$ cat src/rtl/multicycle_ctrl_if.sv
// Control bundle between the multicycle controller and its datapath.
// master = controller side, slave = datapath side.
interface multicycle_ctrl_if;
    logic [6:0] opcode;
    logic [2:0] funct3;
    logic       zero;
    logic       mem_ready;
    logic       mem_req;
    logic       mem_we;
    logic       adr_src;
    logic       ir_write;
    logic       pc_write;
    logic       reg_write;
    logic [1:0] alu_src_a;
    logic [1:0] alu_src_b;
    logic [1:0] alu_op;
    logic [1:0] result_src;
    logic [2:0] imm_src;
    logic       retire;
    logic       halted;
    logic [3:0] state;

    modport master (
        input  opcode, funct3, zero, mem_ready,
        output mem_req, mem_we, adr_src, ir_write, pc_write, reg_write,
               alu_src_a, alu_src_b, alu_op, result_src, imm_src,
               retire, halted, state
    );

    modport slave (
        output opcode, funct3, zero, mem_ready,
        input  mem_req, mem_we, adr_src, ir_write, pc_write, reg_write,
               alu_src_a, alu_src_b, alu_op, result_src, imm_src,
               retire, halted, state
    );
endinterface

$ cat src/rtl/multicycle_ctrl.sv
// Multicycle RV32I-subset control FSM: sequences fetch/decode/execute over a
// shared memory port, watches the memory handshake for timeouts and halts on
// illegal opcodes (optionally) or a stalled memory.
module multicycle_ctrl #(
    parameter int MEM_WAIT_MAX    = 15,
    parameter bit HALT_ON_ILLEGAL = 1'b1
) (
    input  logic              clk,
    input  logic              rst,
    multicycle_ctrl_if.master bus
);
    localparam logic [6:0] OP_LOAD   = 7'b0000011;
    localparam logic [6:0] OP_STORE  = 7'b0100011;
    localparam logic [6:0] OP_R      = 7'b0110011;
    localparam logic [6:0] OP_I      = 7'b0010011;
    localparam logic [6:0] OP_BRANCH = 7'b1100011;
    localparam logic [6:0] OP_JAL    = 7'b1101111;
    localparam logic [6:0] OP_LUI    = 7'b0110111;

    typedef enum logic [3:0] {
        FETCH  = 4'd0,  DECODE = 4'd1,  MEMADR = 4'd2,  MEMRD  = 4'd3,
        MEMWB  = 4'd4,  MEMWR  = 4'd5,  EXEC_R = 4'd6,  EXEC_I = 4'd7,
        ALUWB  = 4'd8,  BRANCH = 4'd9,  JAL    = 4'd10, LUI    = 4'd11,
        HALT   = 4'd15
    } state_t;

    state_t     st, st_nx;
    logic [7:0] wcnt, wcnt_nx;
    logic       mem_st, tmo;

    // Waiting states share one counter; it restarts whenever a wait ends.
    assign mem_st  = (st == FETCH) || (st == MEMRD) || (st == MEMWR);
    assign tmo     = mem_st && !bus.mem_ready && (wcnt == 8'(MEM_WAIT_MAX));
    assign wcnt_nx = (mem_st && !bus.mem_ready) ? wcnt + 8'd1 : 8'd0;

    // State and wait-counter registers.
    always_ff @(posedge clk or negedge rst) begin
        if (!rst) begin
            st   <= FETCH;
            wcnt <= 8'd0;
        end else begin
            st   <= st_nx;
            wcnt <= wcnt_nx;
        end
    end

    // Immediate format follows the opcode directly, independent of state.
    always_comb begin
        bus.imm_src = 3'b000;
        case (bus.opcode)
            OP_STORE:  bus.imm_src = 3'b001;
            OP_BRANCH: bus.imm_src = 3'b010;
            OP_JAL:    bus.imm_src = 3'b011;
            OP_LUI:    bus.imm_src = 3'b100;
            default:   bus.imm_src = 3'b000;
        endcase
    end

    // Next-state and control decode; a memory ready in the limit cycle wins over timeout.
    always_comb begin
        st_nx          = st;
        bus.mem_req    = 1'b0;
        bus.mem_we     = 1'b0;
        bus.adr_src    = 1'b0;
        bus.ir_write   = 1'b0;
        bus.pc_write   = 1'b0;
        bus.reg_write  = 1'b0;
        bus.alu_src_a  = 2'b00;
        bus.alu_src_b  = 2'b00;
        bus.alu_op     = 2'b00;
        bus.result_src = 2'b00;
        bus.retire     = 1'b0;
        bus.halted     = 1'b0;
        case (st)
            FETCH: begin
                bus.mem_req    = 1'b1;
                bus.alu_src_b  = 2'b10;
                bus.result_src = 2'b10;
                if (bus.mem_ready) begin
                    bus.ir_write = 1'b1;
                    bus.pc_write = 1'b1;
                    st_nx        = DECODE;
                end else if (tmo) begin
                    st_nx = HALT;
                end
            end
            DECODE: begin
                bus.alu_src_a = 2'b01;
                bus.alu_src_b = 2'b01;
                case (bus.opcode)
                    OP_LOAD, OP_STORE: st_nx = MEMADR;
                    OP_R:              st_nx = EXEC_R;
                    OP_I:              st_nx = EXEC_I;
                    OP_BRANCH:         st_nx = BRANCH;
                    OP_JAL:            st_nx = JAL;
                    OP_LUI:            st_nx = LUI;
                    default: begin
                        if (HALT_ON_ILLEGAL) begin
                            st_nx = HALT;
                        end else begin
                            bus.retire = 1'b1;
                            st_nx      = FETCH;
                        end
                    end
                endcase
            end
            MEMADR: begin
                bus.alu_src_a = 2'b10;
                bus.alu_src_b = 2'b01;
                st_nx         = (bus.opcode == OP_STORE) ? MEMWR : MEMRD;
            end
            MEMRD: begin
                bus.mem_req = 1'b1;
                bus.adr_src = 1'b1;
                if (bus.mem_ready) st_nx = MEMWB;
                else if (tmo)      st_nx = HALT;
            end
            MEMWB: begin
                bus.result_src = 2'b01;
                bus.reg_write  = 1'b1;
                bus.retire     = 1'b1;
                st_nx          = FETCH;
            end
            MEMWR: begin
                bus.mem_req = 1'b1;
                bus.mem_we  = 1'b1;
                bus.adr_src = 1'b1;
                if (bus.mem_ready) begin
                    bus.retire = 1'b1;
                    st_nx      = FETCH;
                end else if (tmo) begin
                    st_nx = HALT;
                end
            end
            EXEC_R: begin
                bus.alu_src_a = 2'b10;
                bus.alu_op    = 2'b10;
                st_nx         = ALUWB;
            end
            EXEC_I: begin
                bus.alu_src_a = 2'b10;
                bus.alu_src_b = 2'b01;
                bus.alu_op    = 2'b10;
                st_nx         = ALUWB;
            end
            ALUWB: begin
                bus.reg_write = 1'b1;
                bus.retire    = 1'b1;
                st_nx         = FETCH;
            end
            BRANCH: begin
                bus.alu_src_a = 2'b10;
                bus.alu_op    = 2'b01;
                // Only beq/bne are supported; other funct3 values fall through untaken.
                bus.pc_write  = ((bus.funct3 == 3'b000) &&  bus.zero) ||
                                ((bus.funct3 == 3'b001) && !bus.zero);
                bus.retire    = 1'b1;
                st_nx         = FETCH;
            end
            JAL: begin
                bus.alu_src_a = 2'b01;
                bus.alu_src_b = 2'b10;
                bus.pc_write  = 1'b1;
                st_nx         = ALUWB;
            end
            LUI: begin
                bus.alu_src_a = 2'b11;
                bus.alu_src_b = 2'b01;
                st_nx         = ALUWB;
            end
            HALT: begin
                bus.halted = 1'b1;
            end
            default: st_nx = HALT;
        endcase
    end

    assign bus.state = st;
endmodule

$ cat src/flat_wrapper.sv
// flat-port wrapper written by rule: the top's interface ports become plain ports
module multicycle_ctrl_flat 
#(
    parameter int MEM_WAIT_MAX    = 15,
    parameter bit HALT_ON_ILLEGAL = 1'b1
)
  (clk, rst, bus_opcode, bus_funct3, bus_zero, bus_mem_ready, bus_mem_req, bus_mem_we, bus_adr_src, bus_ir_write, bus_pc_write, bus_reg_write, bus_alu_src_a, bus_alu_src_b, bus_alu_op, bus_result_src, bus_imm_src, bus_retire, bus_halted, bus_state);
  multicycle_ctrl_if bus_i ();
  input  logic clk;
  input  logic rst;
  input wire logic [$bits(bus_i.opcode)-1:0] bus_opcode;
  input wire logic [$bits(bus_i.funct3)-1:0] bus_funct3;
  input wire logic [$bits(bus_i.zero)-1:0] bus_zero;
  input wire logic [$bits(bus_i.mem_ready)-1:0] bus_mem_ready;
  output wire logic [$bits(bus_i.mem_req)-1:0] bus_mem_req;
  output wire logic [$bits(bus_i.mem_we)-1:0] bus_mem_we;
  output wire logic [$bits(bus_i.adr_src)-1:0] bus_adr_src;
  output wire logic [$bits(bus_i.ir_write)-1:0] bus_ir_write;
  output wire logic [$bits(bus_i.pc_write)-1:0] bus_pc_write;
  output wire logic [$bits(bus_i.reg_write)-1:0] bus_reg_write;
  output wire logic [$bits(bus_i.alu_src_a)-1:0] bus_alu_src_a;
  output wire logic [$bits(bus_i.alu_src_b)-1:0] bus_alu_src_b;
  output wire logic [$bits(bus_i.alu_op)-1:0] bus_alu_op;
  output wire logic [$bits(bus_i.result_src)-1:0] bus_result_src;
  output wire logic [$bits(bus_i.imm_src)-1:0] bus_imm_src;
  output wire logic [$bits(bus_i.retire)-1:0] bus_retire;
  output wire logic [$bits(bus_i.halted)-1:0] bus_halted;
  output wire logic [$bits(bus_i.state)-1:0] bus_state;
  assign bus_i.opcode = bus_opcode;
  assign bus_i.funct3 = bus_funct3;
  assign bus_i.zero = bus_zero;
  assign bus_i.mem_ready = bus_mem_ready;
  assign bus_mem_req = bus_i.mem_req;
  assign bus_mem_we = bus_i.mem_we;
  assign bus_adr_src = bus_i.adr_src;
  assign bus_ir_write = bus_i.ir_write;
  assign bus_pc_write = bus_i.pc_write;
  assign bus_reg_write = bus_i.reg_write;
  assign bus_alu_src_a = bus_i.alu_src_a;
  assign bus_alu_src_b = bus_i.alu_src_b;
  assign bus_alu_op = bus_i.alu_op;
  assign bus_result_src = bus_i.result_src;
  assign bus_imm_src = bus_i.imm_src;
  assign bus_retire = bus_i.retire;
  assign bus_halted = bus_i.halted;
  assign bus_state = bus_i.state;
  multicycle_ctrl #(.MEM_WAIT_MAX(MEM_WAIT_MAX), .HALT_ON_ILLEGAL(HALT_ON_ILLEGAL)) u_core (.clk(clk), .rst(rst), .bus(bus_i));
endmodule
$ cat config.mk
export PLATFORM = sky130hd
export DESIGN_NAME = multicycle_ctrl_flat
export DESIGN_NICKNAME = d
export VERILOG_FILES = /design/src/rtl/multicycle_ctrl_if.sv /design/src/rtl/multicycle_ctrl.sv /design/src/flat_wrapper.sv
export SDC_FILE = /design/constraint.sdc
export NUM_CORES = 1
export LEC_CHECK = 0
export ABC_AREA = 1
export BUFFER_PORTS_ARGS = -buffer_cell sky130_fd_sc_hd__buf_2
export CORE_UTILIZATION = 52
export DETAILED_ROUTE_END_ITERATION = 12
export PLACE_DENSITY = 0.93
export SLEW_MARGIN = 10
export SYNTH_ARGS = -nofsm -noshare
export SYNTH_HDL_FRONTEND = slang
export SYNTH_SLANG_ARGS = --single-unit
$ cat constraint.sdc
create_clock -name clk -period 3.25 [get_ports clk]
set_input_delay 0 -clock clk [delete_from_list [all_inputs] [get_ports clk]]
set_output_delay 0 -clock clk [all_outputs]
set_load 0.01 [all_outputs]
==> results.toml <==
[status]
run_status = "finished clean"

[synth]
synth_top_family_by_area = "simple AND/OR/NAND/NOR gates"
yosys_warnings = 0
postSynthCellCount = 160
synth_nets = 175
synth-seq-cells = 12
synth_mux_area_share_pct = 0
synthAdderAreaFrac_pct = 1.26
synth_area_sq_um = 996
ys_types = 23
yosysSeqAreaShare_pct = 30.2
avgSynthCellArea_sq_um = 6.22
synth_compound_area_share_pct = 8.79
synth-simple-area-share_pct = 47.6
synthXorXnorAreaFrac_pct = 0

[clock_tree]
cts_buffers = 3
htreeDepth = 1
cts.clk_slew.worst_paths_ns = 0.07
clock_latency_ns = 0.26
cts-root-buf = "clkbuf_4"
cts_tree = "yes"
post_cts_resized = 0
max-clock-path-buffers = 2
cts_setup_buffers = 0
cts.sinks = 12
hold_buffers = 1

[place]
gp_congestion = 0.854
port_buffers = 36
place_area_sq_um = 1210
dp_hpwl_um = 2000
pre_cts_ws_ns = 1.89

[drt]
via_per_inst = 4.91
drt-total-wl_um = 2390
drt_first_iter_violations = 21
drtPass1Iterations = 4
route.vias.total = 1110
drt-wirelength-per-cell_um = 10.6
ant_nets = 0
drc = 0

[sta]
clock_skew_ns = 0.00229
fin_crit_ns = 1.54
maxSlewViolCount = 0
setup_slack_ns = 1.71
timing_hold_violations_final = 0
timing.slew.headroom_pct = 74.6
timing.setup.tns_ns = 0
period_share_pct = 47.3
rsz0062_at_grt = "no"
fmax_mhz = 650
setup_viol = 0
worst_pin_slew_ns = 0.377
hold_slack_ns = 0.107

[worst_setup_path]
crit_path_end_kind = "primary output"
worstPathArrival_ns = 1.54
crit_type = "flip-flop to primary output"
required_ns = 3.25
cp_max_fo = 6
worst_setup_path_start_kind = "flip-flop"

[die]
chipHeight_um = 45.8
io_pins = 37
die_w_um = 45.8
coreArea_sq_um = 1760
initial_utilization_pct = 56.5
num_rows = 15
die_area_sq_um = 2090

[layout]
diodes = 0
post-route-cell-area_sq_um = 1250
post-route-util_pct = 71.1
nets = 217
area_delta_synth_final_pct = 25.9
layout_common_cells = "nand2_1, buf_2, nor2_1"
drive_above_1_share_pct = 29.9

[global_route]
grt.overflow.total = 0
track_usage_pct = 24.7
grt_pass1_vias = 947
antenna_found_initial = 0
grt_max_degree = 13
grt_first_pass_wirelength_um = 3800

[power_and_ir_drop]
ir_drop_uv = 444
p_leak_nw = 0.806
p_per_area_nw_per_um2 = 717

[job]
drv_cap = 0

[hold_path]
hp-class = "primary input to flip-flop"
power by group:
part	internal (W)	leakage (nW)	switching (W)
Sequential	0.000181	0.161	0.0000518
Clock	0.0000679	0.0210	0.0000459
Combinational	0.000209	0.624	0.000344
layer usage:
| layer | up-vias | track usage (%) | wire length, um |
|---|---|---|---|
| li1 | 575 | - | - |
| met1 | 495 | 29.6 | 1000 |
| met2 | 38 | 46.6 | 1270 |
| met3 | 2 | 2.78 | 115 |
| met4 | 0 | 5.88 | 4 |
| met5 | - | 0 | 0 |
final timing paths:
| check | start | end | slack (ns) | cells past startpoint |
|---|---|---|---|---|
| worst max-delay path | u_core.bus.state[3]$_DFFE_PN0N_ | bus_alu_src_a[0] | 1.71 | 6 |
| worst min-delay path | bus_opcode[4] | u_core.bus.state[2]$_DFFE_PN0N_ | 0.11 | 5 |
| worst max register to register | u_core.wcnt[0]$_DFF_PN0_ | u_core.bus.state[0]$_DFFE_PN0N_ | 1.87 | 9 |
| worst min register to register | u_core.wcnt[0]$_DFF_PN0_ | u_core.wcnt[0]$_DFF_PN0_ | 0.46 | 1 |
| max in group asynchronous | rst | u_core.wcnt[7]$_DFF_PN0_ | 2.89 | 2 |
| min in group asynchronous | rst | u_core.bus.state[3]$_DFFE_PN0N_ | 0.15 | 2 |
stage by stage:
| step | power (W) | cells |
|---|---|---|
| finish | 0.000899 | 226 |
| global route | 0.000976 | 226 |
| CTS | 0.000904 | 226 |
| detailed placement | 0.000785 | 221 |
| global placement | 0.000769 | 221 |
| floorplan | 0.000601 | 160 |
sequential cells by signal, summed over array words and instances (netlist names):
register and flops:
u_core.wcnt 8, u_core.bus.state 4
worst max-delay path: stages (launching register included):
cell and delay, ns:
dfrtp_1 0.47, nor2_4 0.20, inv_1 0.05, nor2_1 0.24
inv_1 0.09, o21ai_0 0.08, buf_2 0.15
layout make-up:
| class | instances | area [sq um] |
|---|---|---|
| clock buffer | 4 | 36.3 |
| sequential | 12 | 300 |
| multi-input combinational | 117 | 574 |
| timing repair buffer | 37 | 190 |
| tap | 25 | 31.3 |
| inverter | 31 | 121 |
| fill | 148 | 510 |
cell families (layout without fill, tap and decap cells):
| logic type | Yosys count | in the layout |
|---|---|---|
| adders and majority gates | 1 | 1 |
| and+or+nand+nor | 101 | 101 |
| DFF | 12 | 12 |
| buffers and inverters | 31 | 72 |
| AOI/OAI and AO/OA | 15 | 15 |
cells in the mapped netlist:
master | instances | area (sq um)
o21ai_2 | 1 | 8.76
inv_1 | 26 | 97.6
a211o_1 | 1 | 8.76
a21boi_0 | 1 | 7.51
o21a_1 | 1 | 7.51
o21ai_0 | 7 | 35.0
nand2_2 | 5 | 31.3
nand4_1 | 1 | 6.26
nor2_2 | 3 | 18.8
inv_2 | 3 | 11.3
nand2_1 | 36 | 135
nor3_1 | 3 | 15.0
ha_1 | 1 | 12.5
nand3_1 | 13 | 65.1
a21oi_1 | 4 | 20.0
nand3_4 | 1 | 17.5
nor4_1 | 1 | 6.26
nor3_2 | 1 | 10.0
nor2_4 | 1 | 11.3
nor2_1 | 33 | 124
inv_4 | 2 | 12.5
dfrtp_1 | 12 | 300
nand2_4 | 3 | 33.8
No activity file was read; power rests on OpenSTA's default activity.
